<file path="src/rtl/fetch_unit.sv">
`default_nettype none
// +--------------------------------------------------------------------------+
// | fetch_unit : PC, req/ack program-memory port, one instruction per cycle  |
// | to Decode. Optional FETCH_BOUND_CHECK_EN adds fetch_fault/FAULT state.   |
// | Revision   : 1.0                                                         |
// +--------------------------------------------------------------------------+
module fetch_unit #(
  parameter int ADDR_W     = 16,
  parameter int RESET_PC   = 0,
  parameter int IMEM_DEPTH = 1024
) (
  input  logic              clk,
  input  logic              rst,
  input  logic              global_disable,
  input  logic [31:0]       delta_instruction,
  output logic              imem_req,
  output logic [ADDR_W-1:0] imem_addr,
  input  logic              imem_ack,
  input  logic [15:0]       imem_rdata,
  output logic [15:0]       instruction,
  output logic [ADDR_W-1:0] instr_pc
`ifdef FETCH_BOUND_CHECK_EN
  ,
  output logic              fetch_fault
`endif
);

  localparam logic [ADDR_W-1:0] C_RESET_PC = ADDR_W'(RESET_PC);

  typedef enum logic [1:0] {
    IDLE  = 2'd0,
    REQ   = 2'd1,
    DRAIN = 2'd2
`ifdef FETCH_BOUND_CHECK_EN
    ,
    FAULT = 2'd3
`endif
  } state_t;

  state_t            state_q, state_d;
  logic [ADDR_W-1:0] pc_q, pc_d;
  logic [ADDR_W-1:0] addr_q, addr_d;
  logic [ADDR_W-1:0] exec_pc_q, exec_pc_d;
  logic [15:0]       instruction_q, instruction_d;
  logic [ADDR_W-1:0] instr_pc_q, instr_pc_d;
  logic [ADDR_W-1:0] target;

  assign target = exec_pc_q + delta_instruction[ADDR_W-1:0];

  generate
    if (ADDR_W < 32) begin : g_delta_unused
      logic unused_delta_hi;
      assign unused_delta_hi = ^delta_instruction[31:ADDR_W];
    end
  endgenerate

`ifdef FETCH_BOUND_CHECK_EN
  localparam logic [ADDR_W:0] C_DEPTH = (ADDR_W+1)'(IMEM_DEPTH);
  logic fault_q, fault_d;
  logic pc_ok, target_ok;
  assign pc_ok       = {1'b0, pc_q} < C_DEPTH;
  assign target_ok   = {1'b0, target} < C_DEPTH;
  assign fetch_fault = fault_q;
`else
  logic unused_depth;
  assign unused_depth = ^32'(IMEM_DEPTH);
`endif

  always_comb begin
    state_d       = state_q;
    pc_d          = pc_q;
    addr_d        = addr_q;
    exec_pc_d     = instr_pc_q;
    instruction_d = 16'h0000;
    instr_pc_d    = instr_pc_q;
    imem_req      = 1'b0;
    imem_addr     = pc_q;
`ifdef FETCH_BOUND_CHECK_EN
    fault_d       = fault_q;
`endif
    case (state_q)
      IDLE: state_d = REQ;
      REQ: begin
`ifdef FETCH_BOUND_CHECK_EN
        if (!pc_ok) begin
          // An in-range redirect rescues an out-of-range fetch PC.
          if (global_disable && target_ok) begin
            pc_d = target;
          end else begin
            fault_d = 1'b1;
            state_d = FAULT;
          end
        end else
`endif
        begin
          imem_req = 1'b1;
          if (global_disable) begin
            pc_d = target;
            if (!imem_ack) begin
              addr_d  = pc_q;
              state_d = DRAIN;
            end
          end else if (imem_ack) begin
            instruction_d = imem_rdata;
            instr_pc_d    = pc_q;
            pc_d          = pc_q + ADDR_W'(1);
          end
        end
      end
      DRAIN: begin
        // Abandoned request must complete at its original address.
        imem_req  = 1'b1;
        imem_addr = addr_q;
        if (global_disable) pc_d = target;
        if (imem_ack) state_d = REQ;
      end
      default: state_d = state_q;
    endcase
  end

  always_ff @(posedge clk or posedge rst) begin
    if (rst) begin
      state_q       <= IDLE;
      pc_q          <= C_RESET_PC;
      addr_q        <= C_RESET_PC;
      exec_pc_q     <= '0;
      instruction_q <= 16'h0000;
      instr_pc_q    <= '0;
`ifdef FETCH_BOUND_CHECK_EN
      fault_q       <= 1'b0;
`endif
    end else begin
      state_q       <= state_d;
      pc_q          <= pc_d;
      addr_q        <= addr_d;
      exec_pc_q     <= exec_pc_d;
      instruction_q <= instruction_d;
      instr_pc_q    <= instr_pc_d;
`ifdef FETCH_BOUND_CHECK_EN
      fault_q       <= fault_d;
`endif
    end
  end

  assign instruction = instruction_q;
  assign instr_pc    = instr_pc_q;

endmodule
`default_nettype wire

</file>
<file path="config.mk">
export PLATFORM = sky130hd
export DESIGN_NAME = fetch_unit
export DESIGN_NICKNAME = d
export VERILOG_FILES = /design/src/rtl/fetch_unit.sv
export SDC_FILE = /design/constraint.sdc
export NUM_CORES = 1
export LEC_CHECK = 0
export BUFFER_PORTS_ARGS = -buffer_cell sky130_fd_sc_hd__buf_2
export CAP_MARGIN = 10
export CORE_MARGIN = 8
export CORE_UTILIZATION = 48
export DETAILED_ROUTE_END_ITERATION = 16
export PLACE_DENSITY_LB_ADDON = 0.3
export SLEW_MARGIN = 20
export SYNTH_ARGS = -nofsm -noshare
export SYNTH_HDL_FRONTEND = slang
export SYNTH_SLANG_ARGS = --single-unit
export TNS_END_PERCENT = 20
</file>
<file path="constraint.sdc">
create_clock -name clk -period 2.89 [get_ports clk]
set_input_delay 0.289 -clock clk [delete_from_list [all_inputs] [get_ports clk]]
set_output_delay 0.289 -clock clk [all_outputs]
set_load 0.01 [all_outputs]
</file>
**After elaboration in Yosys (flattened, before gate mapping)**

Cells that the tools add are included.

- Register bits after elaboration: 82
- Input port bits: 52
- Output and inout bits: 49
- Word-level logic and storage cells: 38

- Add/sub/neg operators: 2
- Equality and inequality tests: 7
- Multiplexer cells: 13
- Bitwise gates (word level): 2
- Reduce and logical (&&, ||, !) cells: 8

Operators with widths:

| operator | number |
|---|---|
| $mux W16 | 7 |
| $pmux W16 S2 | 1 |
| $add A16 B1 Y16 const B | 1 |
| $add A16 B16 Y16 | 1 |
| $reduce_and A3 Y1 | 3 |
| $ne A2 B2 Y1 const B | 4 |
| $mux W2 | 3 |
| $pmux W2 S3 | 1 |
| $reduce_and A4 Y1 | 1 |
| $ne A3 B3 Y1 const B | 1 |
| $reduce_bool A3 Y1 | 1 |
| $eq A2 B1 Y1 const B | 1 |
| $eq A2 B2 Y1 const B | 1 |
| $logic_not A2 Y1 | 1 |
| $not A1 Y1 | 2 |
| $reduce_bool A2 Y1 | 1 |
| $reduce_or A2 Y1 | 1 |
| $mux W1 | 1 |

**Depth between registers and ports, before layout**

- Word-level depth: 4
- Gate-level depth with buffers: 10
- Depth with buffers taken out: 8

**Worst setup path after synthesis**

OpenSTA, ideal clock, no wires.

- Path type: register to register
- Start: register exec_pc_q[0]
- End: register pc_q[12]
- Library setup time: 120 ps
- Arrival time: 2220 ps
- Data required time: 2770 ps
- Setup slack: 550 ps
- Stages on the path, launching flop included: 9
- Buffers on the path: 0
- Period minus slack after synthesis: 2340 ps
- Cell sequence: dfrtp_1 > ha_1 > fa_1 > a211oi_1 > o211ai_1 > a21oi_2 > nor2_1 > or4_1 > and3_1

- Longest elaborated chain between the ends: 3
- Elaborated cells on any way between the ends: 4
- Classes of those cells: add/sub (1); mux (3)

RTL lines:

| what | line | text |
|---|---|---|
| from (decl) | 43 | `logic [ADDR_W-1:0] exec_pc_q, exec_pc_d;` |
| from (signal assigned) | 136 | `exec_pc_q <= exec_pc_d;` |
| $add A16 B16 Y16 (*) | 48 | `assign target = exec_pc_q + delta_instruction[ADDR_W-1:0];` |
| $mux W16 (on tied branches) | 114, 97 |  |
| $pmux W16 S2 (*) | 81 | `case (state_q)` |
| to (signal assigned) | 134 | `pc_q <= pc_d;` |
| to (decl) | 41 | `logic [ADDR_W-1:0] pc_q, pc_d;` |

Mark *: on every way between the ends. The rest lies on a longest branch, timed or not. The select of a mux whose other input is x is not followed.
A chain may end at the register's enable or synchronous reset.

**Final worst setup path**

Ends and elaborated chain as after synthesis.

==> out/results.txt <==
critical path type - register to register
Max-slew headroom - 0.4176
total CTS buffers - 9
Cell Pwr Density - 1104 nW/um2
number of hold buffers added after CTS - 0
Yosys top cell area share - 0.4913
cell total after placement - 604
Die Height - 109.3 um
Largest stage delay, worst path - 460 ps
R2R Path Start - exec_pc_q[0]
H-tree Lvls - 3
status - complete, no violations
clock sinks - 82
switch share - 0.3996
n_diodes - 0
final hold violations - 0
crit path time final - 2475 ps
GP Congestion - 0.8610
R2R Setup Slk - 410 ps
Final Setup Violations - 0
global-route wire length before repair - 16830 um
CTS root buffer - clkbuf_8
max-cap violations - 0
crit path capture type - register
clock slew at reported path FFs - 80 ps
initial antenna violation count - 0
number of port buffers - 84
Crit path required time - 3140 ps
flip-flop and latch count after synthesis - 82
num ports - 101
full die area - 11940 um2
Pleak - 2.408 nW
Longest Clk Path Bufs - 2
Finished Core Util - 0.5762
Synth Area per Inst - 9.827 um2
NetSw - 2.184 mW
CP Cell Sequence - ha_1 > fa_1 > a211oi_1 > o211ai_1 > a21oi_2 > nor2_1 > or4_1 > and3_1
Post-DRT Antenna Nets - 0
top cells by area, synth - dfrtp_1 (49%), mux2_2 (8.1%), nand2_1 (6.9%)
# DRC - 0
Mapped Area - 4177 um2
most frequent cells in the layout - buf_2 (84), dfrtp_1 (82), nand2_1 (77)
Max VDD drop - 0.3870 mV
vias in the first global route - 3493
library cells used by synthesis - 47
maximum fanout along the worst path - 3
Post-Syn Instances - 425
Critical Path AT - 2720 ps
Die X - 109.3 um
CTS resizes - 0
Detailed Route WL - 10020 um
nets@finish - 579
Critical-path top delay cell - or4_1
Area growth, synth to finish - 18.54%
Min-Delay Path Class - primary input to asynchronous set/reset pin
delay-heaviest family, CP - simple AND/OR/NAND/NOR gates
CTS tree - built
sequential share of the synthesized area - 0.4913
# Post-CTS Setup Buffers - 0
Least-Margin Pin Slew - 870.9 ps
pin count of the biggest net entering global routing - 68
total number of vias - 3398
GRT Total Usage - 0.1787
Initial DRT Pass Iterations - 4
average wire per standard cell - 16.18 um
Filler cells - 788
worst path bufs/invs - 0
Starting DRT DRC Count - 222
grt ovf - 0
Int Pwr - 3.282 mW
fmax - 404.0 MHz
FF-to-FF End - pc_q[12]
clk_skew - 8.174 ps
period utilisation layout - 0.8566
Starting Density - 0.4860
Non-Filler Instances - 619
largest area contributor in the netlist - dfrtp_1
Mapped Nets - 497
Clock power frac - 0.183
power share of the sequential group - 0.371
most common cell after layout, fill and taps aside - buf_2
core area - 8593 um2
layout cell share with drive strength beyond 1 - 0.2818
setup_tns - 0 ps
YS warnings - 0
Slew Viols, Final - 0
worst skew pair latency - 360 ps
FP Rows - 34
CP Launch Type - register
detailed placement HPWL - 7301 um
combinational group share of total power - 0.447
DR vias/cell - 5.489
RSZ-0062 raised after global routing - false
R2R depth - 8
[Yosys cell counts (all sizes together)]
master / n
dfrtp: 82
nand2: 77
a31o: 1
fa: 1
nor4b: 2
nor2: 12
a211oi: 2
clkbuf: 15
and2: 20
o211ai: 1
nor3: 7
mux2: 30
nor3b: 1
ha: 19
o22ai: 7
a31oi: 3
nand3: 15
inv: 8
a22oi: 2
a21oi: 35
nand2b: 2
o21a: 2
o21ai: 30
and3: 3
nand3b: 1
nor2b: 2
o22a: 2
buf: 6
or3: 3
o311ai: 1
xnor2: 3
a21boi: 1
or4: 2
mux2i: 2
o31ai: 2
nor4: 2
a311oi: 2
xor2: 7
or2: 1
nand4: 6
a21o: 5
[layout make-up]
class | instances | area [um2] | share of cell area
Clock buffer | 10 | 137.6 | 0.02780
Clock inverter | 5 | 102.6 | 0.02072
Inverter | 8 | 32.53 | 0.006571
Multi-Input combinational cell | 314 | 2011 | 0.4061
Sequential cell | 82 | 2052 | 0.4145
Tap cell | 108 | 135.1 | 0.02729
Timing Repair Buffer | 92 | 480.5 | 0.09704
[worst max path at each step]
stage / to / from / slack, ps / depth (start not counted)
2_1_floorplan: addr_q[0] / rst / 490 / 1
3_3_place_gp: pc_q[12] / delta_instruction[0] / 400 / 9
3_5_place_dp: pc_q[12] / delta_instruction[0] / 380 / 9
4_1_cts: pc_q[12] / exec_pc_q[0] / 430 / 8
5_1_grt: pc_q[12] / exec_pc_q[0] / 270 / 8
6_report: pc_q[12] / exec_pc_q[0] / 410 / 8
[worst register-to-register path: stages (launching register included)]
cell      delay [ps]
dfrtp_1          370
ha_1             200
fa_1             430
a211oi_1         300
o211ai_1         180
a21oi_2          200
nor2_1            80
or4_1            460
and3_1           150
[kinds of logic (layout without fill, tap and decap cells)]
| kind of cell | after synthesis | after routing | share of synthesized area |
|---|---|---|---|
| XOR/XNOR | 10 | 10 | 0.02097 |
| AO/OA/AOI/OAI | 96 | 96 | 0.1342 |
| adder cells (fa/ha/maj) | 20 | 20 | 0.06171 |
| buffers and inverters | 29 | 115 | 0.02846 |
| flip-flops | 82 | 82 | 0.4913 |
| AND/OR/NAND/NOR | 156 | 156 | 0.1777 |
| multiplexers | 32 | 32 | 0.08568 |
[routing by layer]
metal  up-vias  routed length (um)  GRT usage
met5         -                   0          0
met1      1595                4399     0.2348
met3        21                 926    0.05910
li1       1653                   -          -
met4         0                 201    0.07040
met2       129                4489     0.2673
[sequential cells by signal, indices dropped and copies added (netlist names)]
signal       flops
addr_q          16
exec_pc_q       16
instr_pc        16
instruction     16
pc_q            16
state_q          2
[per-stage QoR]
step	cell area, um2	total power, mW	hold WS (ps)	setup slack [ps]
2_1_floorplan	4177	3.669	417.6	492.6
3_3_place_gp	4710	4.387	379.6	397.8
3_5_place_dp	4710	4.471	382.3	378.5
4_1_cts	4950	5.492	116.4	429.9
5_1_grt	4951	5.901	128.3	274.0
6_report	4951	5.466	77.85	414.5
[power groups by stage]
stage                     clock [mW]  combinational, mW  sequential (mW)
after floorplan                    0               1.71             1.96
after global placement             0               2.37             2.01
after detailed placement           0               2.43             2.05
after CTS                       1.02               2.45             2.03
after global routing            1.06               2.74             2.10
final                          0.998               2.44             2.03
Note: power is estimated with default switching activity, not from simulation.
